## config.mk

```make
export PLATFORM = sky130hd
export DESIGN_NAME = snake_dir_cmd_gen
export DESIGN_NICKNAME = d
export VERILOG_FILES = /design/src/rtl/snake_dir_cmd_gen.sv
export SDC_FILE = /design/constraint.sdc
export NUM_CORES = 1
export LEC_CHECK = 0
export CORE_ASPECT_RATIO = 0.5
export CORE_MARGIN = 10
export CORE_UTILIZATION = 60
export CTS_CLUSTER_SIZE = 16
export DETAILED_ROUTE_END_ITERATION = 8
export GPL_ROUTABILITY_DRIVEN = 1
export GPL_TIMING_DRIVEN = 0
export HOLD_SLACK_MARGIN = 0.1
export PLACE_DENSITY = 0.82
export SLEW_MARGIN = 30
export SYNTH_ARGS = -nofsm -noshare
export SYNTH_HDL_FRONTEND = slang
export SYNTH_SLANG_ARGS = --single-unit
```

## constraint.sdc

```tcl
create_clock -name clk -period 2.7 [get_ports clk]
set_input_delay 0.405 -clock clk [delete_from_list [all_inputs] [get_ports clk]]
set_output_delay 0.405 -clock clk [all_outputs]
set_load 0.05 [all_outputs]
```

## src/rtl/snake_dir_cmd_gen.sv

```systemverilog
// Turns five raw player buttons into a filtered snake command and issues it on the game
// tick: cmd_out is set up one cycle ahead of a single-cycle cmd_select strobe.
module snake_dir_cmd_gen #(
    parameter int DEBOUNCE_CYCLES = 4
) (
    input  logic       clk,
    input  logic       rst_n,
    input  logic       btn_up,
    input  logic       btn_down,
    input  logic       btn_left,
    input  logic       btn_right,
    input  logic       btn_pause,
    input  logic       tick,
    output logic [2:0] cmd_out,
    output logic       cmd_select,
    output logic [2:0] cur_dir,
    output logic [1:0] fsm_state
);

    localparam logic [2:0] CMD_NONE  = 3'b000;
    localparam logic [2:0] CMD_UP    = 3'b001;
    localparam logic [2:0] CMD_DOWN  = 3'b010;
    localparam logic [2:0] CMD_LEFT  = 3'b011;
    localparam logic [2:0] CMD_RIGHT = 3'b100;
    localparam logic [2:0] CMD_PAUSE = 3'b101;

    localparam logic [1:0] S_IDLE   = 2'd0;
    localparam logic [1:0] S_SETUP  = 2'd1;
    localparam logic [1:0] S_STROBE = 2'd2;

    localparam int CW = (DEBOUNCE_CYCLES < 1) ? 1 : $clog2(DEBOUNCE_CYCLES + 1);
    localparam logic [CW-1:0] CNT_MAX = CW'(DEBOUNCE_CYCLES);

    // Button bit order: 0 up, 1 down, 2 left, 3 right, 4 pause.
    logic [4:0]    raw_btn;
    logic [4:0]    sync1_q, sync2_q;
    logic [4:0]    deb_q, deb_d, deb_prev_q;
    logic [CW-1:0] cnt_q [5];
    logic [CW-1:0] cnt_d [5];
    logic [4:0]    press;

    logic [1:0] state_q, state_d;
    logic [2:0] cmd_q, cmd_d;
    logic [2:0] dir_q, dir_d;
    logic       pend_valid_q, pend_valid_d;
    logic [2:0] pend_cmd_q, pend_cmd_d;
    logic [2:0] press_cmd;
    logic       acc_valid;
    logic       issue;

    assign raw_btn = {btn_pause, btn_right, btn_left, btn_down, btn_up};

    // A level is accepted only after it has disagreed with the debounced value for
    // DEBOUNCE_CYCLES consecutive cycles; any agreeing cycle restarts the count.
    always_comb begin
        deb_d = deb_q;
        for (int i = 0; i < 5; i++) begin
            cnt_d[i] = '0;
            if (sync2_q[i] != deb_q[i]) begin
                if (cnt_q[i] == CNT_MAX) begin
                    deb_d[i] = sync2_q[i];
                end else begin
                    cnt_d[i] = cnt_q[i] + 1'b1;
                end
            end
        end
    end

    assign press = deb_q & ~deb_prev_q;

    always_comb begin
        press_cmd = CMD_NONE;
        if (press[4])      press_cmd = CMD_PAUSE;
        else if (press[0]) press_cmd = CMD_UP;
        else if (press[1]) press_cmd = CMD_DOWN;
        else if (press[2]) press_cmd = CMD_LEFT;
        else if (press[3]) press_cmd = CMD_RIGHT;
    end

    function automatic logic is_reverse(input logic [2:0] a, input logic [2:0] b);
        return ((a == CMD_UP)   && (b == CMD_DOWN))  || ((a == CMD_DOWN)  && (b == CMD_UP)) ||
               ((a == CMD_LEFT) && (b == CMD_RIGHT)) || ((a == CMD_RIGHT) && (b == CMD_LEFT));
    endfunction

    always_comb begin
        acc_valid = 1'b0;
        if (press_cmd == CMD_PAUSE) begin
            acc_valid = 1'b1;
        end else if (press_cmd != CMD_NONE) begin
            acc_valid = (press_cmd != dir_q) && !is_reverse(press_cmd, dir_q);
        end
    end

    always_comb begin
        state_d      = state_q;
        cmd_d        = cmd_q;
        dir_d        = dir_q;
        pend_valid_d = pend_valid_q;
        pend_cmd_d   = pend_cmd_q;
        issue        = 1'b0;
        case (state_q)
            S_IDLE: begin
                if (tick && pend_valid_q) begin
                    issue        = 1'b1;
                    cmd_d        = pend_cmd_q;
                    pend_valid_d = 1'b0;
                    state_d      = S_SETUP;
                    if (pend_cmd_q != CMD_PAUSE) dir_d = pend_cmd_q;
                end
            end
            S_SETUP:  state_d = S_STROBE;
            S_STROBE: state_d = S_IDLE;
            default:  state_d = S_IDLE;
        endcase
        // A still-pending PAUSE is protected from later directions.
        if (acc_valid) begin
            if (!(pend_valid_q && !issue && (pend_cmd_q == CMD_PAUSE) &&
                  (press_cmd != CMD_PAUSE))) begin
                pend_valid_d = 1'b1;
                pend_cmd_d   = press_cmd;
            end
        end
    end

    always_ff @(posedge clk or negedge rst_n) begin
        if (!rst_n) begin
            sync1_q      <= '0;
            sync2_q      <= '0;
            deb_q        <= '0;
            deb_prev_q   <= '0;
            for (int i = 0; i < 5; i++) cnt_q[i] <= '0;
            state_q      <= S_IDLE;
            cmd_q        <= CMD_NONE;
            dir_q        <= CMD_RIGHT;
            pend_valid_q <= 1'b0;
            pend_cmd_q   <= CMD_NONE;
        end else begin
            sync1_q      <= raw_btn;
            sync2_q      <= sync1_q;
            deb_q        <= deb_d;
            deb_prev_q   <= deb_q;
            for (int i = 0; i < 5; i++) cnt_q[i] <= cnt_d[i];
            state_q      <= state_d;
            cmd_q        <= cmd_d;
            dir_q        <= dir_d;
            pend_valid_q <= pend_valid_d;
            pend_cmd_q   <= pend_cmd_d;
        end
    end

    assign cmd_out    = cmd_q;
    assign cmd_select = (state_q == S_STROBE);
    assign cur_dir    = dir_q;
    assign fsm_state  = state_q;

endmodule

```

==> results of run 1 <==
worst max path at each step:
stage                     to  slack [ns]  cells past startpoint
6_report          cur_dir[2]        0.54                      1
5_1_grt           cur_dir[2]        0.48                      1
4_1_cts           cur_dir[2]        0.52                      1
3_5_place_dp   pend_cmd_q[1]        0.59                      7
3_3_place_gp        cnt_q[1]        0.02                      1
2_1_floorplan     cmd_select        0.87                      1
per-stage QoR:
stage                     area (um2)  setup slack [ns]  hold slack (ns)  total power (uW)    util
after floorplan                 2068            0.8745           0.1094              2128       -
after global placement          2278           0.02252           0.3343              2404  0.7226
after detailed placement        2276            0.5936           0.3409              2468  0.7218
after CTS                       2365            0.5184           0.1207              2887  0.7500
after global routing            2365            0.4806           0.1232              3088  0.7500
final                           2365            0.5363          0.09191              2861  0.7500
sequential cells by signal, indices dropped and copies added, names as in the netlist:
signal	flops
deb_prev_q	5
pend_cmd_q	3
sync1_q	5
cmd_out	3
cnt_q	15
fsm_state	2
sync2_q	5
cur_dir	3
deb_q	5
pend_valid_q	1
layout by cell type, fill, tap and decap left out, types with 3 or more instances in the layout:
master and n:
dfrtp_1 46, nand2_1 22, nor2_1 15, clkdlybuf4s50_1 15, inv_1 14, ha_1 10
nor2b_1 8, a21oi_1 7, mux2i_1 6, xnor2_1 5, nor3b_1 5, nand2b_1 5
mux2_2 5, clkbuf_8 5, nor3_1 3, o21ai_0 3
metal layers:
layer	vias up	share of wire	GRT usage
li1	643	-	-
met1	633	0.47	0.1364
met2	21	0.46	0.1892
met3	7	0.044	0.04134
met4	0	0.018	0.06287
met5	-	0	0
cell type report:
cell class	count	area share
Sequential cell	47	0.4979
Tap cell	40	0.02116
Clock inverter	3	0.008466
Clock buffer	5	0.02910
Timing Repair Buffer	16	0.06667
Inverter	14	0.02222
Multi-Input combinational cell	118	0.3545
power breakdown:
group	total, uW	internal, uW	switching, uW	leakage (uW)
Combinational	1290	557	732	0.000443
Clock	413	180	233	0.0000402
Sequential	1160	945	214	0.000585
kinds of logic after synthesis:
group / synth area share
fa+ha+maj: 0.06050
buf+inv: 0.02541
compound gates: 0.08470
xor+xnor: 0.02541
simple gates: 0.1785
mux: 0.05626
flops: 0.5693
==> flow_summary_export.csv, run 1 <==
group,metric,value,unit
worst_setup_path,path_buf_inv,1,
die,die_y,61.52,um
placed_design,placedCellCount,235,
worst_setup_path,worstSetupPathType,"flop to primary output",
yosys,synthTopCellsByArea,"dfrtp_1 (56%), ha_1 (6.0%), nand2_1 (4.0%)",
yosys,ys_seq_area_frac,0.5693,
yosys,synth_common_cells,"dfrtp_1 (46), nand2_1 (22), nor2_1 (15)",
detailed_routing,drc,0,
yosys,syn_avg_cell_area,11.55,um2
clock_network,hold_buffers,0,
yosys,synth_largest_area_cell,"dfrtp_1",
detailed_routing,vias,1304,
power,power_density,1210,mW/mm2
cells_and_area,regArea,0.001177,mm2
clock_network,cts_resized,0,
clock_network,cts_tree,"done",
placed_design,place_hpwl,2.399,mm
yosys,yosys_warnings,0,
cells_and_area,final_nets,220,
worst_setup_path,cp-end-kind,"primary output",
yosys,synth_cells,179,
cells_and_area,nFillCells,220,
yosys,synthDistinctLibCells,36,
power,ir_drop,0.5374,mV
worst_setup_path,worstPathArrival,1.76,ns
detailed_routing,drt-vias-per-instance,5.366,
worst_setup_path,required,2.30,ns
die,pin_count,17,
yosys,synthFlopType,"dfrtp_1",
cells_and_area,multiInputGateArea,838.3,um2
clock_network,cts_buffer_depth,2,
detailed_routing,wl,3.253,mm
worst_setup_path,timing.rr.start,"deb_q[1]",
detailed_routing,drt_iter0_markers,96,
clock_network,clkSinkCount,47,
die,row_count,14,
clock_network,path_clk_slew,0.09,ns
yosys,syn_area,0.002068,mm2
sta,final.setup.tns,0,ns
yosys,ys_seq_elements,47,
sta,rsz0062_at_grt,"false",
yosys,async_flop_share,1.000,
cells_and_area,n_antenna_cell,0,
clock_network,cts_buffers,5,
clock_network,post_cts_buffers,0,
global_route,antenna_found_initial,0,
worst_setup_path,timing.rr.end,"pend_cmd_q[1]",
die,dieArea,0.006338,mm2
hold_path,worstHoldPathType,"primary input to asynchronous set/reset pin",
sta,worst_slew_pin_slew,0.5613,ns
cells_and_area,final_layout_size_suffix_gt1_frac,0.1182,
placed_design,numPortBuffers,16,
clock_network,h-tree-depth,2,
clock_network,clockRootBuffer,"clkbuf_8",
job,cap_violations,0,
global_route,grt_pass1_wl,5.699,mm
detailed_routing,drtPass1Iterations,4,
cells_and_area,fin_cells,243,
global_route,grt_pass1_vias,1309,
sta,fin_crit,2.164,ns
sta,slew_violations,0,
worst_setup_path,slowest_delay,0.83,ns
global_route,grt_use_total,0.1168,
detailed_routing,antenna_left,0,
placed_design,gp_congestion,0.8467,
worst_setup_path,path_max_fanout,7,
cells_and_area,area_delta_synth_final,14.34,%
detailed_routing,wl_per_cell,13.39,um
worst_setup_path,cp_slowest_cell,"clkdlybuf4s50_1",
yosys,yosysMostFrequentCell,"dfrtp_1",
sta,timing.final.crit_share,0.8014,
worst_setup_path,critical_path.startpoint,"cur_dir[2]",
worst_setup_path,path_cells,"clkdlybuf4s50_1",
worst_setup_path,r2r_cells,6,
sta,worst_clock_skew,0.007226,ns
sta,maxSlewHeadroom,0.6258,
sta,setup_viol,0,
die,die_w,103.0,um
sta,max_clock_freq,462.2,MHz
global_route,gr-total-overflow,0,
die,core_area,0.003153,mm2
yosys,synth_top_area_frac,0.5566,
worst_setup_path,ff2ff_setup_slack,0.86,ns
clock_network,insertion_delay,0.30,ns
die,initial_core_util,0.6560,
worst_setup_path,critPathLaunchType,"flop",
yosys,synth-edff-count,0,
global_route,grt_max_degree,48,
run_status,status,"finished, final reports clean",
power,leakage,0.001068,uW
worst_setup_path,crit_family,"buffers and inverters",
sta,hold_violations,0,
yosys,syn_nets,197,
No activity file was read; power rests on OpenSTA's default activity.
==> inputs of run 2 (changes only) <==
CORE_UTILIZATION = 51   (was 60)
PLACE_DENSITY = 0.74   (was 0.82)
clock period = 1.9 ns   (was 2.7 ns; I/O delays follow)
==> flow_summary_export.csv, run 2 (synthesized netlist as in run 1, its figures left out) <==
group,metric,value,unit
sta,worst_slew_pin_slew,0.5632,ns
hold_path,worstHoldPathType,"flop to flop",
power,power_density,1743,mW/mm2
hold_path,worstHoldPathCells,0,
cells_and_area,n_antenna_cell,0,
detailed_routing,drtPass1Iterations,5,
clock_network,post_cts_buffers,0,
hold_path,holdPathEnd,"sync2_q[3]",
run_status,status,"finished, final reports clean",
die,dieArea,0.007157,mm2
die,die_w,110.1,um
cells_and_area,final_common_cell,"dfrtp_1",
worst_setup_path,ff2ff_setup_slack,0.09,ns
worst_setup_path,worstPathArrival,2.04,ns
sta,max_clock_freq,551.4,MHz
cells_and_area,multiInputGateArea,852.1,um2
cells_and_area,largest_reg_flops,15,
cells_and_area,postLayoutCoreUtil,0.6234,
cells_and_area,final_nets,221,
cells_and_area,regMostFlops,"cnt_q",
worst_setup_path,path_max_fanout,6,
cells_and_area,regArea,0.001177,mm2
cells_and_area,final_layout_size_suffix_gt1_frac,0.1176,
placed_design,place_hpwl,2.350,mm
detailed_routing,dr.max_layer_used,"met4",
worst_setup_path,worstSetupPathType,"flop to flop",
sta,worst_clock_skew,0.004333,ns
worst_setup_path,timing.rr.end,"pend_cmd_q[1]",
clock_network,cts_tree,"done",
clock_network,path_clk_slew,0.08,ns
sta,setup_viol,0,
global_route,grt_max_degree,48,
sta,slew_violations,0,
cells_and_area,area_delta_synth_final,17.66,%
sta,final.setup.tns,0,ns
placed_design,dpl_cell_area,0.002293,mm2
detailed_routing,antenna_left,0,
detailed_routing,drt-vias-per-instance,5.070,
worst_setup_path,r2r_cells,6,
clock_network,cts_buffers,5,
detailed_routing,vias,1308,
detailed_routing,wl_per_cell,12.64,um
die,pin_count,17,
cells_and_area,fin_area,0.002434,mm2
power,ir_drop,0.5998,mV
die,core_area,0.003904,mm2
global_route,grt_pass1_wl,5.589,mm
cells_and_area,nFillCells,319,
sta,fin_crit,1.813,ns
hold_path,hp-start,"sync1_q[3]",
clock_network,h-tree-depth,2,
die,row_count,16,
worst_setup_path,critPathLaunchType,"flop",
clock_network,clockRootBuffer,"clkbuf_8",
sta,hold_violations,0,
cells_and_area,final_cell_mix,"dfrtp_1 (46), nand2_1 (22), nor2_1 (15)",
detailed_routing,wl_met2,1.515,mm
clock_network,insertion_delay,0.30,ns
detailed_routing,drc,0,
sta,maxSlewHeadroom,0.6245,
worst_setup_path,cp-end-kind,"flop",
detailed_routing,drt_iter0_markers,20,
placed_design,pre_cts_slack,-0.1013,ns
detailed_routing,dr_wl_met3,177,um
detailed_routing,wl_met1,1.519,mm
placed_design,gp_congestion,0.8390,
clock_network,cts_buffer_depth,2,
sta,finalHoldWorstSlack,0.3537,ns
global_route,grt_pass1_vias,1229,
global_route,grt_use_total,0.09868,
clock_network,clkSinkCount,47,
placed_design,numPortBuffers,16,
sta,setup_ws,0.08656,ns
global_route,antenna_found_initial,0,
die,initial_core_util,0.5298,
global_route,gr-total-overflow,0,
job,cap_violations,0,
detailed_routing,wl,3.261,mm
sta,rsz0062_at_grt,"false",
die,die_y,65.03,um
worst_setup_path,required,2.13,ns
power,leakage,0.001119,uW
worst_setup_path,timing.rr.start,"deb_q[4]",
sta,timing.final.crit_share,0.9544,
==> run 2: changes by cell type in the layout (fill, tap and decap cells not counted), sizes merged <==
cell,delta
clkdlybuf4s50,-4
dlygate4sd2,+3
clkinvlp,-2
bufinv,+1
clkbuf,+1
dlygate4sd3,+1
dlymetal6s2s,+1
==> run 2: worst max-delay path, stage by stage (launching register included) <==
cell	delay, ns
dfrtp_1	0.43
nor2b_4	0.17
or2_4	0.26
and3_4	0.19
o311ai_4	0.28
o211a_1	0.24
mux2i_1	0.18
==> run 2: metal layers <==
layer,vias up,GRT usage
met5,-,0
met2,24,0.1566
met3,5,0.03649
met1,636,0.1141
met4,0,0.05323
li1,643,-
==> run 2: how the worst max path moves through the flow <==
stage / startpoint / to / slack (ns) / cells after the start
floorplan: cur_dir[0] / pend_cmd_q[1] / 0.1 / 6
global placement: rst_n / cnt_q[1] / -0.69 / 1
detailed placement: tick / pend_cmd_q[1] / -0.10 / 7
CTS: cur_dir[1] / cur_dir[1] / 0.004 / 1
global route: deb_q[4] / pend_cmd_q[1] / 0.02 / 6
finish: deb_q[4] / pend_cmd_q[1] / 0.09 / 6
==> run 2: repair_timing <==
action	in CTS	in global routing
endpoints found under the setup margin	3	4
pin swaps	0	1
hold buffers	1	0
hold endpoints to repair	46	0
gates resized for setup	3	3
==> run 2: power breakdown <==
part / leakage, uW / internal (uW) / switching (uW)
Sequential: 0.000585 / 1340 / 311
Clock: 0.0000612 / 425 / 319
Combinational: 0.000472 / 790 / 1050
==> run 2: area by class of cell <==
cell class,instances,area share
Sequential cell,47,0.4838
Multi-Input combinational cell,118,0.3501
Clock inverter,2,0.01440
Timing Repair Buffer,17,0.06838
Inverter,14,0.02159
Clock buffer,6,0.03393
Tap cell,54,0.02776
==> run 2: stage by stage <==
step                power, uW  instances
floorplan                3024        179
global placement         3425        249
detailed placement       3501        249
CTS                      4245        258
global route             4550        258
finish                   4242        258
